File: config.mk
export PLATFORM = sky130hd
export DESIGN_NAME = rr_mux_pipe
export DESIGN_NICKNAME = d
export VERILOG_FILES = /design/src/rtl/rr_mux_pipe.sv
export SDC_FILE = /design/constraint.sdc
export NUM_CORES = 1
export LEC_CHECK = 0
export ABC_AREA = 1
export CAP_MARGIN = 20
export CORE_AREA = 3 3 129 131
export CTS_CLUSTER_SIZE = 12
export DETAILED_ROUTE_END_ITERATION = 12
export DIE_AREA = 0 0 132 134
export PLACE_DENSITY = 0.72
export SYNTH_ARGS = -nofsm -noshare
export SYNTH_HDL_FRONTEND = slang
export SYNTH_SLANG_ARGS = --single-unit
File: constraint.sdc
create_clock -name clk -period 2.6 [get_ports clk]
set_clock_uncertainty 0.15 [all_clocks]
set_input_delay 0.52 -clock clk [delete_from_list [all_inputs] [get_ports clk]]
set_output_delay 0.52 -clock clk [all_outputs]
set_load 0.05 [all_outputs]
File: src/rtl/rr_mux_pipe.sv
// rr_mux_pipe: N-to-1 channel mux, fixed or round-robin select,
// feeding a single-entry registered output stage.
module rr_mux_pipe #(
  parameter int WIDTH = 64,
  parameter int N = 4,
  localparam int SELW = $clog2(N)
) (
  input  logic             clk,
  input  logic             reset,
  input  logic [N*WIDTH-1:0] in_data,
  input  logic [N-1:0]     in_valid,
  output logic [N-1:0]     in_ready,
  input  logic             mode,
  input  logic [SELW-1:0]  sel,
  output logic [WIDTH-1:0] out_data,
  output logic [SELW-1:0]  out_src,
  output logic             out_valid,
  input  logic             out_ready
);

  logic [SELW-1:0] ptr;
  logic [SELW-1:0] gnt;
  logic [SELW-1:0] ptr_nxt;
  logic            gnt_vld;
  logic            load_en;

  assign load_en = !reset && (!out_valid || out_ready);

  // Descending scan so the index closest to ptr wins.
  always_comb begin : arb
    int idx;
    logic [SELW-1:0] ix;
    idx = 0;
    ix = '0;
    gnt = '0;
    gnt_vld = 1'b0;
    if (mode) begin
      for (int k = N - 1; k >= 0; k--) begin
        idx = int'(ptr) + k;
        if (idx >= N) idx = idx - N;
        ix = SELW'(idx);
        if (in_valid[ix]) begin
          gnt_vld = 1'b1;
          gnt = ix;
        end
      end
    end else if (int'(sel) < N) begin
      if (in_valid[sel]) begin
        gnt_vld = 1'b1;
        gnt = sel;
      end
    end
  end

  assign ptr_nxt = (int'(gnt) == N - 1) ? '0 : gnt + 1'b1;

  always_comb begin
    in_ready = '0;
    if (load_en && gnt_vld) in_ready[gnt] = 1'b1;
  end

  always_ff @(posedge clk) begin
    if (reset) begin
      out_valid <= 1'b0;
      out_data  <= '0;
      out_src   <= '0;
      ptr       <= '0;
    end else if (load_en) begin
      out_valid <= gnt_vld;
      if (gnt_vld) begin
        out_data <= in_data[int'(gnt)*WIDTH +: WIDTH];
        out_src  <= gnt;
        if (mode) ptr <= ptr_nxt;
      end
    end
  end

endmodule

# Word-level counts from Yosys, hierarchy flattened
# Index checks and enable logic that the tools add are counted.
# classes
n_addsub,8
n_lt_le_gt_ge,11
eq_ne,1
n_shift,1
mux,34
reduce_logical,8
# op_table
op,count
indexed part select 256 x 9 -> 64 bit,1
2-to-1 mux 2 bit,15
"less-than comparator 2 x 3 -> 1 bit, second input constant",6
2-to-1 mux 1 bit,12
binary-select mux 1 bit (select 2 bit),5
"greater-or-equal comparator 3 bit, second input constant",3
"subtractor 2 x 1 -> 2 bit, second input constant",4
"adder 2 x 2 -> 3 bit, second input constant",2
2-to-1 mux 4 bit,1
"adder 2 x 1 -> 3 bit, second input constant",1
"greater-or-equal comparator 2 x 3 -> 1 bit, second input constant",1
logical AND 1 bit,3
AND reduction 3 bit,1
"adder 2 x 1 -> 2 bit, second input constant",1
demux 1 bit (select 2 bit),1
"equality test 2 x 1 -> 1 bit, second input constant",1
"greater-or-equal comparator 2 x 1 -> 1 bit, second input constant",1
zero test 1 bit,2
AND reduction 2 bit,1
logical OR 1 bit,1
# totals
regBits,69
inputBits,266
output_inout_bits,71

# Longest topological paths before layout
# Gate-level depths: netlist of run 1.
# logic_depth
depth_word,16
depth_mapped,16
depth_no_buf,14

# Worst setup path after synthesis of run 1
# No wires, ideal clock.
# synth_path
path_type,input-to-output
from,input in_valid[2]
to,output in_ready[3]
arrival_time_ps,2331
t_required_ps,1930
slack_ps,-401
cell_stages,13
path_cell_list,inv_1 -> o21ai_0 -> nand2_1 -> o21ai_0 -> inv_1 -> nor2_1 -> nand2_1 -> nand2_2 -> buf_4 -> buf_4 -> ha_1 -> inv_1 -> nor2_1
# synth_between
elab_chain_len,12
word_cells_on_any_way,29
# synth_rtl
element,line_no,rtl
start: declaration,11,"input logic [N-1:0] in_valid,"
binary-select mux 1 bit (select 2 bit),42,if (in_valid[ix]) begin
2-to-1 mux 1 bit (not written as such),42,
2-to-1 mux 2 bit (4 in a row),42,
2-to-1 mux 2 bit,37,if (mode) begin
less-than comparator 2 x 3 -> 1 bit (not written as such) / greater-or-equal comparator 2 x 1 -> 1 bit (equally long branches),59,if (load_en && gnt_vld) in_ready[gnt] = 1'b1;
logical AND 1 bit (not written as such),59,
2-to-1 mux 1 bit (not written as such),59,
demux 1 bit (select 2 bit),59,
2-to-1 mux 4 bit *,59,
end: declaration,12,"output logic [N-1:0] in_ready,"
# Mark *: on every way between the ends. The rest lies on a longest branch, timed or not. The select of a mux whose other input is x is not followed.

# Final worst setup path of run 1
# layout_path
from,register ptr[0]
to,output in_ready[3]
# layout_between
elab_chain_len,16
word_cells_on_any_way,44
# layout_rtl
element,line_no,rtl
start: declaration,21,logic [SELW-1:0] ptr;
start signal: assignment,73,if (mode) ptr <= ptr_nxt;
adder 2 x 2 -> 3 bit,39,idx = int'(ptr) + k;
greater-or-equal comparator 3 bit / subtractor 2 x 1 -> 2 bit (equally long branches),40,if (idx >= N) idx = idx - N;
2-to-1 mux 2 bit,40,
2-to-1 mux 2 bit,37,
binary-select mux 1 bit (select 2 bit),42,
2-to-1 mux 1 bit (not written as such),42,
2-to-1 mux 2 bit (4 in a row),42,
2-to-1 mux 2 bit,37,
less-than comparator 2 x 3 -> 1 bit (not written as such) / greater-or-equal comparator 2 x 1 -> 1 bit (equally long branches),59,
logical AND 1 bit (not written as such),59,
2-to-1 mux 1 bit (not written as such),59,
demux 1 bit (select 2 bit),59,
2-to-1 mux 4 bit *,59,
# Marked as above.

==> flow_metrics.py, run 1 <==
metrics = {
    "power_and_ir_drop": {
        "peakVddDrop_v": 0.000321,
        "p_per_area_nw_per_um2": 598,
        "p_leak_nw": 4.37,
    },
    "global_route": {
        "grt_pass1_wl_um": 35100,
        "gr-usage-all-layers_pct": 24.6,
        "grt_start_max_net_pins": 75,
        "grt_pass1_vias": 6635,
        "grt-ovfl-total": 0,
        "antenna_found_initial": 1,
    },
    "placed_design": {
        "post-dp-hpwl_um": 16500,
        "port_buffers": 336,
        "placed_cell_area_um2": 8870,
        "routabilityCongestion": 0.898,
    },
    "timing": {
        "max_freq_mhz": 378,
        "whs_ns": 0.316,
        "setup_viol": 3,
        "finalHoldViolCount": 0,
        "setup_ws_ns": -0.0464,
        "period_minus_slack_ns": 2.65,
        "fin_crit_sh_pct": 102,
        "rsz0062_at_grt": "yes",
        "worstMarginPinSlew_ns": 0.807,
        "slew_viol_final": 0,
        "max-slew-margin-rel_pct": 46.2,
    },
    "logic_synthesis": {
        "synth-seq-cells": 69,
        "yosysUniqueCellTypes": 21,
        "yosysTopAreaCellShare_pct": 37.2,
        "synthTopCellsByArea": "nand3_1, dfxtp_1, nand2_1, inv_1, buf_2",
        "syn_inst": 890,
        "syn_area_um2": 5070,
        "synth_top_cell_by_area": "nand3_1",
        "ys_seq_area_share_pct": 27.2,
        "synthesis.nets": 1157,
        "ys_warn_count": 0,
        "syn_area_per_cell_um2": 5.70,
    },
    "cts": {
        "clock_sinks": 69,
        "cts_tree": "built",
        "clkTransAtPathRegs_ns": 0.05,
        "cts_buffer_depth": 2,
        "htreeDepth": 3,
        "cts_made_buffers": 9,
        "root_buffer": "clkbuf_16",
        "clock_latency_ns": 0.33,
        "hold_buffers": 0,
    },
    "finish": {
        "fillers": 1482,
        "final_common_cell": "nand3_1",
        "synthToLayoutAreaGrowth_pct": 86.3,
        "final_cell_mix": "nand3_1, clkdlybuf4s50_1, nand2_1, inv_1, dfxtp_1",
        "n_antenna_cell": 0,
        "final_nets": 1483,
        "drive_gt1_share_pct": 10.4,
        "finalInstanceArea_um2": 9450,
    },
    "detailed_routing": {
        "via_per_inst": 4.96,
        "postRouteAntennaNets": 0,
        "dr.pass1.iters": 4,
        "wire_per_inst_um": 15.8,
        "vias": 7120,
        "wl_um": 22700,
        "drt-initial-drc-count": 393,
        "drc": 0,
    },
    "status": {
        "violations": "setup timing",
        "status": "finished, violations left",
    },
    "critical_path": {
        "crit_required_ns": 1.93,
        "crit_path_end_kind": "output port",
        "startpoint_type": "flip-flop",
        "criticalPathCategory": "flip-flop to output port",
        "cp.arrival_ns": 1.98,
        "crit_fanout": 5,
    },
    "die": {
        "rows": 46,
        "pin_count": 337,
        "dieArea_um2": 17700,
        "die_y_um": 134,
        "start_util_pct": 32.3,
        "die_w_um": 132,
        "core-area_um2": 15700,
    },
    "run": {
        "max_cap_violations": 0,
    },
    "hold_path": {
        "hold_class": "flip-flop to flip-flop",
    },
}
[flip-flops by register name, summed over array words and instances, names as in the netlist]
signal and flops:
out_src 2, out_valid 1, out_data 64, ptr 2
[synth_stat cells (all sizes together)]
cell / count
a21o: 1
buf: 53
nor2: 11
clkinv: 1
xnor2: 1
nand2: 256
nand3: 377
o31ai: 1
a21oi: 4
clkbuf: 25
inv: 79
ha: 1
a31oi: 1
o21ai: 10
dfxtp: 69
[stage by stage]
stage | power [mW] | cells | setup TNS [ns] | utilization [%] | worst slack [ns]
after floorplan | 3.06 | 890 | 0 | - | 0.00301
after global placement | 4.25 | 1411 | -24.55 | 56.5 | -0.408
after detailed placement | 4.26 | 1411 | -26.57 | 56.5 | -0.435
after CTS | 5.66 | 1432 | -0.209 | 59.6 | -0.0765
after global routing | 5.96 | 1436 | -0.458 | 60.1 | -0.155
final | 5.65 | 1436 | -0.102 | 60.1 | -0.0464
[routing by layer]
layer / GRT usage [%] / part of all wire (%) / wire (um)
met5: 0 / 0.057 / 13
met4: 8.34 / 2.4 / 536
met3: 7.76 / 8.9 / 2020
met2: 43.7 / 50 / 11400
met1: 27.9 / 38 / 8700
[final timing paths]
path	start	endpoint	slack (ns)	cells after the start
setup / recovery	ptr[0]$_SDFFE_PP0P_	in_ready[3]	-0.05	12
hold / removal	out_data[57]$_SDFFE_PP0P_	out_data[57]$_SDFFE_PP0P_	0.32	2
setup reg to reg	ptr[0]$_SDFFE_PP0P_	out_data[18]$_SDFFE_PP0P_	0.09	13
hold reg to reg	out_data[57]$_SDFFE_PP0P_	out_data[57]$_SDFFE_PP0P_	0.32	2
[report_power, final]
part           internal (mW)  total [mW]  leakage (nW)  switching, mW
Sequential              1.25        1.35         0.573          0.104
Clock                  0.855        1.32         0.158          0.464
Combinational           1.21        2.97          3.64           1.76
Total                   3.32        5.65          4.37           2.33
[cell families after synthesis]
kind of cell	Yosys count	share of synthesized area [%]
xor gates and xnor gates	1	0.173
adders and majority gates	1	0.247
buffers and inverters	158	13.4
and+or+nand+nor	644	57.1
DFF	69	27.2
AOI/OAI and AO/OA	17	1.88
[what timing repair did]
item                       CTS  global route
pin swaps                   15            17
resized for setup           54            13
setup endpoints to repair   63            10
setup buffers                5             4
cloned                       1             0
[worst max-delay path, stage by stage, from the launching register on]
cell and delay, ns:
dfxtp_4 0.37, buf_16 0.14, o21ai_4 0.16, nand2_1 0.07, nand2_1 0.06, nand3_1 0.08, nand3_2 0.11, nand2_2 0.07
o21ai_4 0.11, ha_4 0.17, inv_2 0.04, nor2_4 0.11, buf_12 0.15
[layout make-up]
class | count | area, um2 | area share (%)
Clock buffer | 10 | 239 | 2.53
Clock inverter | 5 | 75.1 | 0.795
Inverter | 80 | 310 | 3.28
Multi-Input combinational cell | 663 | 3230 | 34.2
Sequential cell | 69 | 1390 | 14.7
Tap cell | 216 | 270 | 2.86
Timing Repair Buffer | 393 | 3930 | 41.6
No activity file was read; power rests on OpenSTA's default activity.
==> inputs of run 2 (changes only) <==
--- a/config.mk
+++ b/config.mk
@@ -7,11 +7,13 @@
 export LEC_CHECK = 0
 export ABC_AREA = 1
 export CAP_MARGIN = 20
-export CORE_AREA = 3 3 129 131
+export CORE_MARGIN = 8
+export CORE_UTILIZATION = 37
 export CTS_CLUSTER_SIZE = 12
 export DETAILED_ROUTE_END_ITERATION = 12
-export DIE_AREA = 0 0 132 134
-export PLACE_DENSITY = 0.72
+export GPL_ROUTABILITY_DRIVEN = 0
+export PLACE_DENSITY = 0.82
+export RECOVER_POWER = 50
 export SYNTH_ARGS = -nofsm -noshare
 export SYNTH_HDL_FRONTEND = slang
 export SYNTH_SLANG_ARGS = --single-unit
==> run 2 against run 1 <==
Against the previous run:
- the flow still finishes with violations (setup timing)
- global-route usage is 1.3 points higher
- final area is 2.3% lower
- sequential power hardly changed
- register-to-register slack better by 0.10 ns
- flip-flop and latch count stayed put
- cell count is 3.5% lower
- worst setup slack worse by 0.047 ns
- routed wire length is 7.5% higher
- via count is 1.4% higher
- core utilization is 9.3 points higher
- count of clock-buffer cells in the layout is 1 higher
- fmax is 1.8% lower
- largest power group unchanged
- highest routed layer unchanged
==> flow_metrics.py, run 2 (synthesis gave the netlist of run 1 again) <==
metrics = {
    "hold_path": {
        "min_from": "out_data[26]$_SDFFE_PP0P_",
        "whs_path_depth": 2,
        "worstHoldEndpoint": "out_data[26]$_SDFFE_PP0P_",
        "hold_class": "flip-flop to flip-flop",
    },
    "power_and_ir_drop": {
        "p_leak_nw": 4.28,
        "p_per_area_nw_per_um2": 614,
        "p_total_mw": 5.67,
        "peakVddDrop_v": 0.000346,
    },
    "finish": {
        "fillers": 1165,
        "final_cell_mix": "nand3_1, clkdlybuf4s50_1, nand2_1, inv_1, dfxtp_1",
        "drive_gt1_share_pct": 8.93,
        "multi_input_area_um2": 3200,
        "largest_reg_flops": 64,
        "regArea_um2": 1390,
        "final_common_cell": "nand3_1",
        "synthToLayoutAreaGrowth_pct": 82.0,
        "top_regs": "out_data: 64 flops, out_src: 2 flops, ptr: 2 flops",
        "regMostFlops": "out_data",
        "final_nets": 1471,
    },
    "detailed_routing": {
        "wl_um": 24400,
        "postRouteAntennaNets": 0,
        "via_per_inst": 5.21,
        "drc": 0,
        "vias": 7218,
        "wire_per_inst_um": 17.6,
        "drt-initial-drc-count": 554,
        "dr.pass1.iters": 5,
    },
    "timing": {
        "setup_ws_ns": -0.0939,
        "fin_setup_tns_ns": -0.258,
        "worstMarginPinSlew_ns": 0.760,
        "whs_ns": 0.318,
        "max_freq_mhz": 371,
        "slew_viol_final": 0,
        "finalHoldViolCount": 0,
        "period_minus_slack_ns": 2.69,
        "rsz0062_at_grt": "yes",
        "fin_crit_sh_pct": 104,
        "max-slew-margin-rel_pct": 49.4,
        "setup_viol": 4,
    },
    "global_route": {
        "grt_pass1_vias": 6908,
        "grt-ovfl-total": 0,
        "gr-usage-all-layers_pct": 25.9,
        "grt_start_max_net_pins": 70,
        "grt_pass1_wl_um": 36600,
        "antenna_found_initial": 2,
    },
    "placed_design": {
        "port_buffers": 336,
        "post-dp-hpwl_um": 18100,
    },
    "die": {
        "start_util_pct": 38.1,
        "core-area_um2": 13300,
        "rows": 42,
        "die_w_um": 133,
        "pin_count": 337,
        "die_y_um": 133,
        "dieArea_um2": 17700,
    },
    "critical_path": {
        "startpoint_type": "flip-flop",
        "r2r_setup_slack_ns": 0.19,
        "rr_endpoint": "out_data[10]$_SDFFE_PP0P_",
        "crit_required_ns": 1.93,
        "crit_path_end_kind": "output port",
        "criticalPathCategory": "flip-flop to output port",
        "crit_fanout": 6,
        "r2r_cells": 14,
        "cp.arrival_ns": 2.02,
        "r2r_start": "ptr[0]$_SDFFE_PP0P_",
    },
    "cts": {
        "clock_latency_ns": 0.33,
        "clock_sinks": 69,
        "htreeDepth": 3,
        "cts_made_buffers": 9,
        "cts_tree": "built",
        "clkTransAtPathRegs_ns": 0.06,
        "cts_buffer_depth": 2,
        "hold_buffers": 0,
        "root_buffer": "clkbuf_16",
    },
    "run": {
        "max_cap_violations": 0,
    },
    "status": {
        "status": "finished, violations left",
        "violations": "setup timing",
    },
}
-- run 2: cell count changes in the layout (fill, tap and decap cells not counted), moves of 3 or more --
cell / change
buf_2: +3
buf_4: -10
clkbuf_1: +3
clkinv_2: -3
nand2_1: +5
nand2_2: -3
-- run 2: metrics by stage --
| stage | utilization (%) | instances | setup WS, ns | cell area (um2) |
|---|---|---|---|---|
| floorplan | - | 890 | 0.00301 | 5110 |
| finish | 69.4 | 1386 | -0.0939 | 9230 |
| CTS | 69.0 | 1382 | -0.0234 | 9170 |
| global placement | 65.7 | 1361 | -0.415 | 8730 |
| detailed placement | 65.7 | 1361 | -0.438 | 8730 |
| global route | 69.4 | 1386 | -0.176 | 9230 |
-- run 2: what timing repair did --
| action | CTS | global route |
|---|---|---|
| endpoints found under the hold margin | 0 | 0 |
| resized for setup | 49 | 11 |
| endpoints found under the setup margin | 4 | 4 |
| gates cloned | 0 | 0 |
| buffers inserted | 5 | 3 |
| pin swaps | 14 | 5 |
-- run 2: report_power, final --
group | switching [mW] | internal [mW] | leakage, nW
Combinational | 1.77 | 1.19 | 3.56
Clock | 0.478 | 0.868 | 0.152
Sequential | 0.106 | 1.25 | 0.573
Total | 2.36 | 3.31 | 4.28
-- run 2: area by class of cell --
class / count / share of cell area (%)
Antenna cell: 1 / 0.0271
Clock buffer: 11 / 2.63
Clock inverter: 5 / 0.908
Inverter: 80 / 3.25
Multi-Input combinational cell: 663 / 34.7
Sequential cell: 69 / 15.0
Tap cell: 176 / 2.39
Timing Repair Buffer: 381 / 41.1
-- run 2: metal layers --
metal / GRT usage [%] / vias up / routed length [um]
met5: 0 / - / 13
met4: 13.0 / 2 / 990
met3: 8.59 / 56 / 2470
met2: 43.7 / 374 / 11700
met1: 28.4 / 3230 / 9220
li1: - / 3556 / -
-- run 2: worst max path at each step --
stage	startpoint	endpoint	slack, ns
3_5_place_dp	in_valid[2]	in_ready[0]	-0.44
6_report	ptr[0]$_SDFFE_PP0P_	in_ready[3]	-0.09
4_1_cts	ptr[0]$_SDFFE_PP0P_	in_ready[3]	-0.02
2_1_floorplan	in_valid[2]	in_ready[3]	0.003
3_3_place_gp	in_valid[2]	in_ready[0]	-0.41
5_1_grt	ptr[0]$_SDFFE_PP0P_	in_ready[3]	-0.18
-- run 2: critical path, cell delays in order, from the launching register on --
cell and delay (ns):
dfxtp_4 0.37, buf_8 0.15, o21ai_4 0.18, nand2_1 0.08
nand2_2 0.08, nand3_2 0.09, nand3_2 0.09, nand2_2 0.07
o21ai_4 0.12, ha_4 0.17, inv_2 0.04, nor2_4 0.09
buf_12 0.14
